==> config.mk <==
export PLATFORM = sky130hd
export DESIGN_NAME = lcd_text_writer
export DESIGN_NICKNAME = d
export VERILOG_FILES = /design/src/rtl/lcd_text_pkg.sv /design/src/rtl/lcd_text_writer.sv
export SDC_FILE = /design/constraint.sdc
export NUM_CORES = 1
export LEC_CHECK = 0
export BUFFER_PORTS_ARGS = -buffer_cell sky130_fd_sc_hd__buf_4
export CAP_MARGIN = 40
export CORE_MARGIN = 10
export CORE_UTILIZATION = 28
export CTS_CLUSTER_SIZE = 14
export DETAILED_ROUTE_END_ITERATION = 10
export GPL_TIMING_DRIVEN = 0
export PLACE_DENSITY_LB_ADDON = 0.08
export RECOVER_POWER = 100
export SETUP_SLACK_MARGIN = 0.02
export SLEW_MARGIN = 20
export SYNTH_ARGS = -nofsm -noshare
export SYNTH_HDL_FRONTEND = slang
export SYNTH_SLANG_ARGS = --single-unit
==> constraint.sdc <==
create_clock -name clk -period 2.55 [get_ports clk]
set_input_delay 0.3825 -clock clk [delete_from_list [all_inputs] [get_ports clk]]
set_output_delay 0.3825 -clock clk [all_outputs]
set_load 0.02 [all_outputs]
==> src/rtl/lcd_text_pkg.sv <==
// Shared constants and state encoding for the LCD text writer.
package lcd_text_pkg;

   // Text geometry and blank character
   localparam int         COLS = 16;
   localparam int         ROWS = 4;
   localparam logic [7:0] FILL = 8'h20;

   // Control codes recognised by the writer
   localparam logic [7:0] CC_BS = 8'h08;
   localparam logic [7:0] CC_LF = 8'h0A;
   localparam logic [7:0] CC_FF = 8'h0C;
   localparam logic [7:0] CC_CR = 8'h0D;

   typedef enum logic [1:0] {
      ST_CLEAR   = 2'd0,
      ST_IDLE    = 2'd1,
      ST_ROW_CLR = 2'd2
   } state_t;

   // Everything from 0x20 up is a glyph (ASCII plus ST7920 CGROM codes)
   function automatic logic is_printable(input logic [7:0] b);
      return (b >= 8'h20);
   endfunction

endpackage

==> src/rtl/lcd_text_writer.sv <==
// Character-stream front end: decodes bytes, tracks a row/col cursor and
// drives the write port of the 64-byte display RAM.
module lcd_text_writer #(
   parameter int         COLS = lcd_text_pkg::COLS,
   parameter int         ROWS = lcd_text_pkg::ROWS,
   parameter logic [7:0] FILL = lcd_text_pkg::FILL
) (
   input  logic       clk,
   input  logic       rst,
   input  logic [7:0] in_data,
   input  logic       in_valid,
   output logic       in_ready,
   output logic       we,
   output logic [5:0] write_address,
   output logic [7:0] wr_data,
   output logic [5:0] cursor,
   output logic       busy
);
   import lcd_text_pkg::*;

   localparam int COL_W    = $clog2(COLS);
   localparam int ROW_W    = $clog2(ROWS);
   localparam int LAST_IDX = COLS * ROWS - 1;

   state_t           state, state_n;
   logic [5:0]       idx, idx_n;     // shared clear index; low COL_W bits = column in ROW_CLR
   logic             last, last_n;   // final clear write was issued last cycle
   logic [ROW_W-1:0] row, row_n;
   logic [COL_W-1:0] col, col_n;
   logic             we_n;
   logic [5:0]       addr_n;
   logic [7:0]       data_n;
   logic             accept;

   assign in_ready = (state == ST_IDLE);
   assign busy     = (state != ST_IDLE);
   assign cursor   = {row, col};
   assign accept   = in_valid && in_ready;

   // Next-state, cursor and write-port decode
   always_comb begin
      state_n = state;
      idx_n   = idx;
      last_n  = 1'b0;
      row_n   = row;
      col_n   = col;
      we_n    = 1'b0;
      addr_n  = write_address;
      data_n  = wr_data;

      case (state)
         ST_CLEAR: begin
            // Extra cycle after the last write so in_ready rises after it
            if (last) begin
               state_n = ST_IDLE;
               idx_n   = '0;
               row_n   = '0;
               col_n   = '0;
            end else begin
               we_n   = 1'b1;
               addr_n = idx;
               data_n = FILL;
               idx_n  = idx + 6'd1;
               last_n = (idx == 6'(LAST_IDX));
            end
         end

         ST_ROW_CLR: begin
            if (last) begin
               state_n = ST_IDLE;
               idx_n   = '0;
            end else begin
               we_n   = 1'b1;
               addr_n = {row, idx[COL_W-1:0]};
               data_n = FILL;
               idx_n  = idx + 6'd1;
               last_n = &idx[COL_W-1:0];
            end
         end

         ST_IDLE: begin
            if (accept) begin
               if (is_printable(in_data)) begin
                  we_n   = 1'b1;
                  addr_n = {row, col};
                  data_n = in_data;
                  col_n  = col + COL_W'(1);
                  // Auto-wrap: move to the next row and blank it
                  if (&col) begin
                     row_n   = row + ROW_W'(1);
                     state_n = ST_ROW_CLR;
                     idx_n   = '0;
                  end
               end else begin
                  case (in_data)
                     CC_CR: col_n = '0;
                     CC_LF: begin
                        col_n   = '0;
                        row_n   = row + ROW_W'(1);
                        state_n = ST_ROW_CLR;
                        idx_n   = '0;
                     end
                     CC_BS: begin
                        // Never crosses back into the previous row
                        if (col != '0) begin
                           col_n  = col - COL_W'(1);
                           we_n   = 1'b1;
                           addr_n = {row, col - COL_W'(1)};
                           data_n = FILL;
                        end
                     end
                     CC_FF: begin
                        state_n = ST_CLEAR;
                        idx_n   = '0;
                     end
                     default: ;  // other control codes are swallowed
                  endcase
               end
            end
         end

         default: begin
            state_n = ST_CLEAR;
            idx_n   = '0;
         end
      endcase
   end

   // FSM state and shared clear index
   always_ff @(posedge clk) begin
      if (rst) begin
         state <= ST_CLEAR;
         idx   <= '0;
         last  <= 1'b0;
      end else begin
         state <= state_n;
         idx   <= idx_n;
         last  <= last_n;
      end
   end

   // Cursor and registered RAM write port
   always_ff @(posedge clk) begin
      if (rst) begin
         row           <= '0;
         col           <= '0;
         we            <= 1'b0;
         write_address <= '0;
         wr_data       <= FILL;
      end else begin
         row           <= row_n;
         col           <= col_n;
         we            <= we_n;
         write_address <= addr_n;
         wr_data       <= data_n;
      end
   end

endmodule

Yosys cells after proc, flatten, opt, wreduce, memory -nomap -nowiden:

Index checks and enable logic that the tools add are counted.

* flip-flop bits (word level): 30
* bits in latches: 0
* RAM bits: 0
* memory bits (read-only): 0
* input port bits: 11
* output and inout port bits: 23
* logic and storage cells: 98
* memories: 0

* add/sub/neg operators: 4
* multiply operators: 0
* divide/modulo/power cells: 0
* $lt $le $gt $ge: 1
* equality and inequality tests: 22
* shift-type cells: 0
* muxes and demuxes: 46
* bitwise gates (word level): 0
* reductions and logical operators: 17

Operator list (count)
* 6-bit two-way mux: 11
* 8-bit two-way mux: 5
* 8-bit by 4-bit equality test with 1-bit output (second input constant): 4
* 2-bit two-way mux: 9
* 6-bit one-hot mux with 3 select lines: 1
* 4-bit two-way mux: 4
* 4-bit one-hot mux with 2 select lines: 2
* 8-bit one-hot mux with 2 select lines: 1
* 5-bit AND reduction: 3
* 2-bit one-hot mux with 2 select lines: 3
* 6-bit one-hot mux with 2 select lines: 1
* 4-bit AND reduction: 3
* 3-bit by 1-bit != test with 1-bit output (second input constant): 3
* 8-bit by 6-bit >= comparator with 1-bit output (second input constant): 1
* 2-bit != test (second input constant): 4
* 1-bit two-way mux: 7
* 6-bit by 1-bit adder with 6-bit output (second input constant): 1
* 6-bit equality test (second input constant): 1
* 2-bit by 1-bit != test with 1-bit output (second input constant): 3
* 3-bit by 2-bit != test with 1-bit output (second input constant): 2
* 6-bit AND reduction: 1
* 2-bit OR reduction: 3
* 4-bit by 1-bit adder with 4-bit output (second input constant): 1
* 4-bit by 1-bit != test with 1-bit output (second input constant): 1
* 13 further kinds: 15

Depth between registers and ports, before layout:

Gate-level depths: netlist of the first run.

* depth in word-level cells: 6
* mapped depth: 9
* depth with buffers taken out: 7

Least setup slack after synthesis of the first run:

No wires, ideal clock.

* path type: reg-to-reg
* from: register state[1]
* to: register col[0]
* library setup time: 0.125 ns
* arrival: 1.981 ns
* data required time: 2.425 ns
* setup slack: 0.445 ns
* cell stages (with the launch flop): 9
* buffers on the path: 1
* clock period less this slack: 2.105 ns
* cells stage by stage: dfxtp_1 inv_1 ha_1 clkbuf_2 or4b_1 a221o_1 nand4_2 mux2i_1 nor2_1

* longest elaborated chain between the ends: 4
* elaborated cells on any way between the ends: 10
* those cells by class: 5 x eq/ne; 1 x mux; 4 x reduce/logical

RTL lines
* start: declaration: line lcd_text_writer.sv:25 `state_t state, state_n;`
* start signal: assignment: line lcd_text_writer.sv:136 `state <= state_n;`
* 2-bit by 1-bit equality test with 1-bit output *: line lcd_text_writer.sv:35 `assign in_ready = (state == ST_IDLE);`
* named net in_ready: line lcd_text_writer.sv:12 `output logic in_ready,`
* 1-bit logical AND: line lcd_text_writer.sv:38 `assign accept = in_valid && in_ready;`
* 2-bit by 1-bit != test with 1-bit output (no source line)
* 5-bit AND reduction (no source line)
* end signal: assignment: line lcd_text_writer.sv:152 `col <= col_n;`
* end: declaration: line lcd_text_writer.sv:29 `logic [COL_W-1:0] col, col_n;`

The timed path passes the listed nets; every way through them passes the cells marked *.
A chain may end at the register's enable or synchronous reset.

Final worst setup path of the first run:

* from: register state[1]
* to: register col[2]

* longest elaborated chain between the ends: 4
* elaborated cells on any way between the ends: 10
* those cells by class: 5 x eq/ne; 1 x mux; 4 x reduce/logical

RTL lines (line)
* 2-bit by 1-bit equality test with 1-bit output: lcd_text_writer.sv:35, lcd_text_writer.sv:51
* 1-bit logical AND: lcd_text_writer.sv:38
* 2-bit by 1-bit != test with 1-bit output (no source line)
* 5-bit AND reduction (no source line)

Parallel ways exist; a longest one is shown, timed or not.

==> results of run 1 <==
[power by group]
group	total, mW	switching, mW	leakage (nW)	internal [mW]
registers	0.483	0.00643	0.243	0.476
logic	0.0774	0.0426	0.531	0.0348
clock network	0.468	0.196	0.0575	0.273
total	1.03	0.245	0.832	0.784
[layout by cell type, fill, tap and decap left out, types with 7 or more instances in the layout]
cell and instances:
buf_4 12, o21ai_0 8, a21oi_1 8, ha_1 8, nand3_1 9, dfxtp_1 30, nor2_1 21, a22o_1 11
nand2_1 13, inv_1 7, a211oi_1 7, clkbuf_1 26, clkbuf_8 9
[registers in the layout, summed over array words and instances, names as in the netlist]
name and flops:
wr_data 8, we 1, col 4, write_address 6, row 2, state 2
idx 6, last 1
[critical path: stages, from the launching register on]
cell	delay, ns
dfxtp_1	0.43
inv_1	0.09
ha_1	0.20
clkbuf_2	0.18
or4b_1	0.23
a221o_1	0.16
nand4_2	0.25
or4b_1	0.53
a21oi_1	0.15
[cells by family after synthesis]
kind of cell               count (synthesis)  synth area share [%]
xor gates and xnor gates                   4                  1.95
muxes                                      3                  1.74
DFF                                       30                  33.4
AOI/OAI and AO/OA                         61                  24.3
adders and majority gates                  8                  5.58
and+or+nand+nor                           81                  27.0
buffers and inverters                     19                  5.99
[final cells by class]
type | instances | area share [%]
buffer | 12 | 3.75
clock buffer | 8 | 5.07
inverter | 7 | 1.21
multi-input combinational | 157 | 50.4
sequential | 30 | 27.7
tap | 77 | 4.44
timing repair buffer | 33 | 7.44
[synthesized netlist by cell type, types with 2 or more instances]
library cell	n	share of area, %
nor3_1	5	1.4
dfxtp_1	30	33
mux2i_1	2	1.1
nand2b_1	2	0.70
inv_1	7	1.5
a32oi_1	4	2.0
buf_4	2	0.84
xnor2_1	3	1.5
or2_2	3	1.0
clkbuf_1	3	0.63
nor2b_1	3	1.0
o211ai_1	2	0.84
a31oi_1	7	2.4
a21oi_1	8	2.2
nand3_1	9	2.5
o31ai_1	2	0.84
or4b_1	3	1.7
a22o_1	11	5.4
or3_1	2	0.70
o21ai_0	8	2.2
nor2_1	21	4.4
a211oi_1	7	2.9
nand2_1	13	2.7
ha_1	8	5.6
nor3b_2	2	1.4
[routing by layer]
metal,up-vias,global-route usage (%)
met5,-,0
met4,0,3.26
met3,5,2.95
met1,755,13.9
met2,41,16.5
li1,848,-
[what timing repair did]
item / 4_1_cts / 5_1_grt
setup buffers: 0 / 1
hold buffers: 0 / 0
endpoints found under the setup margin: 0 / 3
resized for setup: 0 / 1
[worst paths after layout]
path / endpoint / start / depth (start not counted)
max: col[2]$_SDFFE_PP0P_ / state[1]$_SDFFE_PP0P_ / 8
min: wr_data[3]$_SDFFE_PP0P_ / in_data[3] / 2
max reg2reg: col[2]$_SDFFE_PP0P_ / state[1]$_SDFFE_PP0P_ / 8
min reg2reg: wr_data[5]$_SDFFE_PP1P_ / wr_data[5]$_SDFFE_PP1P_ / 2
==> metrics.md, run 1 <==
| Metric | Value |
|---|---|
| Worst Path Required | `2.77 ns` |
| Largest net degree at the start of global routing | `11` |
| GPL Wtd Cong | `0.751` |
| P per Cell Area | `approximately 470 nW/um^2` |
| Met1 WL | `roughly 2500 um` |
| Peak fanout along the critical path | `9` |
| Root Buffer | `clkbuf_8` |
| Drt wl/cell | `~16 um` |
| Register area | `601 um^2` |
| Total number of yosys warnings | `0` |
| Num ports | `34` |
| Dpl cells | `~320` |
| Crit end category | `flip-flop` |
| Initial antenna violation count | `0` |
| Fin crit share | `about 90%` |
| Post-synthesis register bit count | `30` |
| ANT nets after route | `0` |
| Max layer used | `met4` |
| Final setup fails | `0` |
| Nets | `265` |
| Final Worst Setup Slack | `between 0.2 and 0.3 ns` |
| Setup Skew | `between 0.003 and 0.004 ns` |
| R2r setup slk | `about 0.26 ns` |
| 1st-iter DRT viols | `between 80 and 90` |
| Tightest Pin Transition | `approximately 0.66 ns` |
| Minimum clock period | `2.29 ns` |
| Netlist cell types | `64` |
| Fillers | `690` |
| PortBufs | `32` |
| Slew Viols, Final | `0` |
| Slew headroom | `between 50% and 60%` |
| Number of synthesized flops with an enable pin | `0` |
| First-pass GRT wire length | `around 8600 um` |
| Num CTS Buffers | `5` |
| Worst hold slack | `0.331 ns` |
| Die Wd | `100 um` |
| Sequential fraction of the synthesis area | `between 30 and 40%` |
| Peak Freq | `437 MHz` |
| Setup_tns | `0 ns` |
| DR WL met3 | `~250 um` |
| Post-Syn Instances | `between 200 and 250` |
| 1st-pass router iterations | `4` |
| Congestion Overflow GR | `0` |
| Detailed Route WL | `5170 um` |
| Die boundary height | `approximately 100 um` |
| GRT Util Overall | `about a tenth` |
| Core Region | `6280 um^2` |
| Kind of start point of the critical path | `flip-flop` |
| Initial core utilization | `about 29%` |
| Worst-Skew Late Latency | `between 0.2 and 0.3 ns` |
| TritonCTS clock tree | `done` |
| WP data arrival | `between 2 and 3 ns` |
| Layout cells sized above 1 | `~17%` |
| Core Util, Final | `between 30% and 40%` |
| CTS sink cnt | `30` |
| Vias per cell | `5.09` |
| Via count | `between 1500 and 2000` |
| Met2 wire length | `2330 um` |
| Synthesized Nets | `between 200 and 250` |
| Cell area after placement | `~2100 um^2` |
| Synthesized cell area | `approximately 1800 um^2` |
| Outcome | `completed` |
| RSZ-0062 raised after global routing | `false` |
| # diodes | `0` |
| Vias in the first global route | `roughly 1700` |
| Primary FF master, synth | `dfxtp_1` |
| DRC | `0` |
| LEAKAGE | `0.832 nW` |
| Clock transition at the registers of the reported paths | `around 0.070 ns` |
| Post-DP HPWL | `~3900 um` |
| Hold crit path type | `input pin to flip-flop` |
| Syn avg cell area | `between 8 and 9 um^2` |
| Area of the multi-input gates | `approximately 1100 um^2` |
| FFs w/ async S/R, synth | `0%` |
| Num rows | `29` |
| Htree depth | `2` |
| Max-Cap Viols | `0` |
| Final Power | `1.03 mW` |
| Peak supply drop | `around 0.00017 V` |
| Post-route insts no fill | `roughly 320` |
| Final instance area | `2170 um^2` |
| Bufs on Longest Clock Path | `2` |
| Synth-to-Final Area Change | `20.8%` |
| Setup CP Type | `flip-flop to flip-flop` |
| Die area | `~10000 um^2` |
| Setup Slack @ Placement | `roughly 0.20 ns` |
| Final Hold Viols | `0` |
Power figures use the tool's default switching activity.
==> run 2: changes to the inputs <==
==> constraint.sdc (replaced) <==
create_clock -name clk -period 2.4 [get_ports clk]
set_input_delay 0.36 -clock clk [delete_from_list [all_inputs] [get_ports clk]]
set_output_delay 0.36 -clock clk [all_outputs]
set_load 0.02 [all_outputs]
==> run 2 against run 1 <==
- worst setup slack got worse by 0.053 ns
- non-clock buffer count did not move
- power rose by 6.5%
- wire length rose by 0.93%
- fmax rose by 4.4%
- hold slack got worse by 0.023 ns
- critical path depth fell by 1
- global-route usage did not move
- largest power group unchanged
- highest routed layer unchanged
==> metrics.md, run 2 (synthesized netlist as in run 1, its figures left out) <==
| Metric | Value |
|---|---|
| Outcome | `completed` |
| Worst-Skew Late Latency | `approximately 0.28 ns` |
| TritonCTS clock tree | `done` |
| Register share of total power | `approximately 47%` |
| Congestion Overflow GR | `0` |
| Most frequent cells in the layout | `29 x dfxtp_1, 25 x clkbuf_1, 21 x nor2_1, 13 x nand2_1, 13 x buf_4` |
| Bufs on Longest Clock Path | `2` |
| WP data arrival | `around 2.4 ns` |
| Setup_tns | `0 ns` |
| First-pass GRT wire length | `roughly 8600 um` |
| GRT Util Overall | `about a tenth` |
| Detailed Route WL | `5220 um` |
| ANT nets after route | `0` |
| Crit path cell chain | `ha_1 > clkbuf_4 > or4b_4 > a221o_1 > nand4_4 > mux2i_1 > nor2_1` |
| Setup Skew | `roughly 0.0027 ns` |
| Initial antenna violation count | `0` |
| Fin crit share | `between 90% and 100%` |
| Dpl cells | `about 320` |
| Slew Viols, Final | `0` |
| GPL Wtd Cong | `roughly 0.75` |
| Slew headroom | `57.6%` |
| Top flop regs | `wr_data x8, idx x6, write_address x6` |
| Num CTS Buffers | `5` |
| Area of the multi-input gates | `around 1100 um^2` |
| Drt wl/cell | `approximately 16 um` |
| Initial core utilization | `~29%` |
| Setup CP Type | `flip-flop to flip-flop` |
| Die area | `approximately 10000 um^2` |
| Max reg flops | `8` |
| Post-DP HPWL | `just under 4000 um` |
| CTS sink cnt | `30` |
| Nets | `265` |
| Crit end category | `flip-flop` |
| Peak Freq | `between 400 and 500 MHz` |
| Clock transition at the registers of the reported paths | `around 0.070 ns` |
| Commonest non-fill, non-tap cell in the layout | `dfxtp_1` |
| RSZ-0062 raised after global routing | `false` |
| Die Wd | `~100 um` |
| Peak fanout along the critical path | `9` |
| Via count | `between 1500 and 2000` |
| Switching Share | `24.0%` |
| Minimum clock period | `2.19 ns` |
| Die boundary height | `100 um` |
| Final setup fails | `0` |
| # diodes | `0` |
| Max-Cap Viols | `0` |
| Clk pwr share | `around 46%` |
| Num ports | `34` |
| Final Worst Setup Slack | `between 0.2 and 0.25 ns` |
| Largest net degree at the start of global routing | `11` |
| P per Cell Area | `roughly 500 nW/um^2` |
| Post-route insts no fill | `324` |
| Combinational Power Share | `about 7.6%` |
| Vias in the first global route | `1707` |
| Core Region | `6280 um^2` |
| Setup Slack @ Placement | `about 0.048 ns` |
| PortBufs | `32` |
| Peak supply drop | `between 0.00015 and 0.0002 V` |
| Tightest Pin Transition | `between 0.6 and 0.7 ns` |
| LEAKAGE | `around 0.84 nW` |
| NetSw | `0.263 mW` |
| Fillers | `687` |
| Num rows | `29` |
| Worst Path Required | `around 2.6 ns` |
| Slowest CP cell | `or4b_4` |
| 1st-pass router iterations | `4` |
| Max incr delay on CP | `approximately 0.50 ns` |
| Register area | `approximately 600 um^2` |
| Layout cells sized above 1 | `about a fifth` |
| Vias per cell | `approximately 5.1` |
| DRC | `0` |
| Int Pwr | `around 0.83 mW` |
| Htree depth | `2` |
| Kind of start point of the critical path | `flip-flop` |
| Biggest register | `wr_data` |
| Final Hold Viols | `0` |
| Root Buffer | `clkbuf_8` |
| Synth-to-Final Area Change | `22.4%` |
| Hold crit path type | `input pin to flip-flop` |
| 1st-iter DRT viols | `between 70 and 80` |
==> run 2: cell count changes in the layout (fill, tap and decap cells not counted), sizes merged <==
cell and change:
clkbuf -1, buf +1
==> run 2: final cells by class <==
cell class,instances,area share [%]
Buffer,12,3.81
Clock buffer,8,5.01
Inverter,7,1.20
Multi-Input combinational cell,157,50.7
Sequential cell,30,27.4
Tap cell,77,4.38
Timing Repair Buffer,33,7.51
==> run 2: final timing paths <==
check / start / end / slack (ns) / cells past startpoint
max: state[0]$_SDFFE_PP0P_ / col[0]$_SDFFE_PP0P_ / 0.21 / 7
min: in_data[3] / wr_data[3]$_SDFFE_PP0P_ / 0.31 / 2
max reg2reg: state[0]$_SDFFE_PP0P_ / col[0]$_SDFFE_PP0P_ / 0.21 / 7
min reg2reg: wr_data[5]$_SDFFE_PP1P_ / wr_data[5]$_SDFFE_PP1P_ / 0.44 / 2
==> run 2: critical path, delay by kind of cell (launching register included) <==
family / cells / cell delay [ns]
compound gates: 1 / 0.34
fa+ha+maj: 1 / 0.20
buf+inv: 1 / 0.19
flops: 1 / 0.41
mux: 1 / 0.21
simple gates: 3 / 0.72
==> run 2: metal layers <==
metal | track usage (%) | vias to the layer above | routed length [um]
met4 | 3.26 | 0 | 37
met5 | 0 | - | 0
met1 | 13.9 | 771 | 2580
li1 | - | 851 | -
met2 | 16.5 | 31 | 2380
met3 | 2.95 | 3 | 218
==> run 2: power by group through the flow <==
stage	sequential, mW	combinational, mW	clock, mW
6_report	0.513	0.0837	0.499
3_3_place_gp	0.524	0.0874	0
3_5_place_dp	0.524	0.0863	0
4_1_cts	0.513	0.0865	0.518
5_1_grt	0.514	0.0927	0.535
2_1_floorplan	0.527	0.0444	0
==> run 2: through the flow <==
step	cell area, um^2	hold slack (ns)	total power [mW]	util, %
after CTS	2240	0.299	1.12	35.7
after global routing	2200	0.312	1.14	35.0
final	2200	0.308	1.10	35.0
after floorplan	1800	0.473	0.572	-
after detailed placement	2130	0.437	0.611	34.0
after global placement	2130	0.435	0.612	34.0
==> run 2: timing repair <==
action / in CTS / in global routing
hold buffers: 0 / 0
endpoints found under the setup margin: 0 / 18
endpoints found under the hold margin: 0 / 0
buffers inserted: 0 / 1
gates resized for setup: 0 / 7
==> run 3: changes to the inputs <==
--- a/config.mk
+++ b/config.mk
@@ -8,7 +8,7 @@
 export BUFFER_PORTS_ARGS = -buffer_cell sky130_fd_sc_hd__buf_4
 export CAP_MARGIN = 40
 export CORE_MARGIN = 10
-export CORE_UTILIZATION = 28
+export CORE_UTILIZATION = 41
 export CTS_CLUSTER_SIZE = 14
 export DETAILED_ROUTE_END_ITERATION = 10
 export GPL_TIMING_DRIVEN = 0
==> run 3 against run 2 <==
- wire length decreased by 9.1%
- non-clock buffer count did not move
- final cell count shrank 8.0%
- first-iteration DRC count increased by 27%
- core utilization rose by 14 points
- critical endpoint is now write_address[2]$_SDFFE_PP0P_
- clock power decreased by 23%
- fmax fell by 1.1%
- largest power group unchanged
- sequential power is essentially flat
- count of clock-buffer cells in the layout down 1
==> metrics.md, run 3 (synthesized netlist as in run 1, its figures left out) <==
| Metric | Value |
|---|---|
| Hold endpoint | `wr_data[3]$_SDFFE_PP0P_` |
| Fillers | `between 400 and 500` |
| Area of the multi-input gates | `around 1100 um^2` |
| # diodes | `0` |
| Via count | `roughly 1600` |
| Int Pwr | `approximately 0.74 mW` |
| Final setup fails | `0` |
| GRT Util Overall | `12.9%` |
| R2r setup slk | `0.18 ns` |
| Worst-Skew Late Latency | `approximately 0.29 ns` |
| Setup Skew | `about 0.0027 ns` |
| RR Startpoint | `state[1]$_SDFFE_PP0P_` |
| Peak Freq | `between 400 and 500 MHz` |
| Clk pwr share | `slightly below 40%` |
| PortBufs | `32` |
| ANT nets after route | `0` |
| Switching Share | `between 20% and 30%` |
| NetSw | `roughly 0.24 mW` |
| Synth-to-Final Area Change | `17.8%` |
| Congestion Overflow GR | `0` |
| Hold buffers post-CTS | `0` |
| Num CTS Buffers | `5` |
| Dpl cells | `290` |
| Slew Viols, Final | `0` |
| Max-Cap Viols | `0` |
| Max reg flops | `8` |
| Initial antenna violation count | `0` |
| Num ports | `34` |
| Reg-to-Reg End | `write_address[2]$_SDFFE_PP0P_` |
| Biggest register | `wr_data` |
| Vias in the first global route | `roughly 1600` |
| Worst Path Required | `approximately 2.6 ns` |
| Register share of total power | `a little over half` |
| Initial core utilization | `roughly two fifths` |
| Tightest Pin Transition | `0.588 ns` |
| Worst hold slack | `between 0.3 and 0.4 ns` |
| Hold crit path type | `input pin to flip-flop` |
| Worst reg2reg path depth | `9` |
| Kind of start point of the critical path | `flip-flop` |
| P per Cell Area | `roughly 460 nW/um^2` |
| LEAKAGE | `0.812 nW` |
| Most frequent cells in the layout | `30 x dfxtp_1, 28 x clkbuf_1, 21 x nor2_1, 13 x nand2_1, 12 x buf_4` |
| Commonest non-fill, non-tap cell in the layout | `dfxtp_1` |
| Final Power | `roughly 0.98 mW` |
| Slew headroom | `60.4%` |
| Post-route insts no fill | `a little under 300` |
| Nets | `~270` |
| Clock transition at the registers of the reported paths | `about 0.06 ns` |
| Register area | `between 600 and 700 um^2` |
| Crit end category | `flip-flop` |
| Outcome | `completed` |
| GPL Wtd Cong | `around 0.9` |
| 1st-iter DRT viols | `99` |
| CTS sink cnt | `30` |
| DRC | `0` |
| Core Region | `4290 um^2` |
| Largest net degree at the start of global routing | `11` |
| Drt wl/cell | `between 15 and 20 um` |
| TritonCTS clock tree | `done` |
| Setup CP Type | `flip-flop to flip-flop` |
| WP data arrival | `2.41 ns` |
| Vias per cell | `between 5 and 6` |
| Htree depth | `2` |
| Post-DP HPWL | `about 3500 um` |
| Combinational Power Share | `8.3%` |
| 1st-pass router iterations | `4` |
| Hold Crit Start | `in_data[3]` |
| Num rows | `24` |
| Top flop regs | `wr_data x8, idx x6, write_address x6` |
| Peak supply drop | `0.000262 V` |
| Bufs on Longest Clock Path | `2` |
| Hold Path Stages | `2` |
| Die boundary height | `86.2 um` |
| First-pass GRT wire length | `between 7000 and 8000 um` |
| Minimum clock period | `between 2 and 2.5 ns` |
| Detailed Route WL | `4750 um` |
| Layout cells sized above 1 | `~16%` |
| RSZ-0062 raised after global routing | `true` |
| Peak fanout along the critical path | `10` |
| Die area | `between 7000 and 8000 um^2` |
| Core Util, Final | `between 40% and 50%` |
| Root Buffer | `clkbuf_8` |
| Die Wd | `around 86 um` |
| Setup_tns | `0 ns` |
| Fin crit share | `around 92%` |
| Final Hold Viols | `0` |
run 3: per-layer routing:
layer | track usage, % | wire (um) | vias to the layer above | share of wire, %
li1 | - | - | 848 | -
met1 | 16.9 | 2300 | 758 | 49
met2 | 19.3 | 2150 | 32 | 45
met3 | 4.13 | 217 | 7 | 4.6
met4 | 4.57 | 74 | 0 | 1.6
met5 | 0 | 0 | - | 0
run 3: how the worst max path moves through the flow:
stage | start | end | slack, ns | cells after the start
after CTS | state[1]$_SDFFE_PP0P_ | write_address[4]$_SDFFE_PP0P_ | 0.12 | 9
final | state[1]$_SDFFE_PP0P_ | write_address[2]$_SDFFE_PP0P_ | 0.18 | 9
after global placement | state[1]$_SDFFE_PP0P_ | write_address[4]$_SDFFE_PP0P_ | 0.13 | 9
after detailed placement | state[1]$_SDFFE_PP0P_ | write_address[4]$_SDFFE_PP0P_ | 0.15 | 9
after floorplan | state[1]$_SDFFE_PP0P_ | col[0]$_SDFFE_PP0P_ | 0.29 | 8
after global routing | state[1]$_SDFFE_PP0P_ | write_address[2]$_SDFFE_PP0P_ | -0.04 | 9
run 3: final cells by class:
type | instances | area share (%)
Buffer | 12 | 3.96
Clock buffer | 7 | 3.61
Inverter | 7 | 1.24
Multi-Input combinational cell | 157 | 52.1
Sequential cell | 30 | 28.4
Tap cell | 52 | 3.08
Timing Repair Buffer | 33 | 7.63
run 3: through the flow:
stage / instance area, um^2 / setup slack [ns]
final: 2120 / 0.185
after global routing: 2120 / -0.0361
after CTS: 2180 / 0.120
after detailed placement: 2100 / 0.153
after global placement: 2100 / 0.128
after floorplan: 1800 / 0.295
run 3: power groups by stage:
| stage | clock network (mW) | logic [mW] | registers, mW |
|---|---|---|---|
| 2_1_floorplan | 0 | 0.0444 | 0.527 |
| 3_3_place_gp | 0 | 0.0849 | 0.524 |
| 3_5_place_dp | 0 | 0.0848 | 0.524 |
| 4_1_cts | 0.392 | 0.0849 | 0.513 |
| 5_1_grt | 0.411 | 0.0903 | 0.514 |
| 6_report | 0.384 | 0.0816 | 0.513 |
run 3: repair_timing:
| action | 4_1_cts | 5_1_grt |
|---|---|---|
| buffers inserted | 0 | 1 |
| gates resized for setup | 0 | 4 |
| endpoints found under the setup margin | 0 | 12 |
run 3: critical path, cell delays in order, from the launching register on:
cell and delay, ns:
dfxtp_1 0.37, inv_1 0.10, ha_1 0.16, clkbuf_4 0.19, or4b_1 0.50, a31oi_2 0.22
nor4bb_2 0.07, buf_4 0.15, buf_2 0.17, a211oi_1 0.21
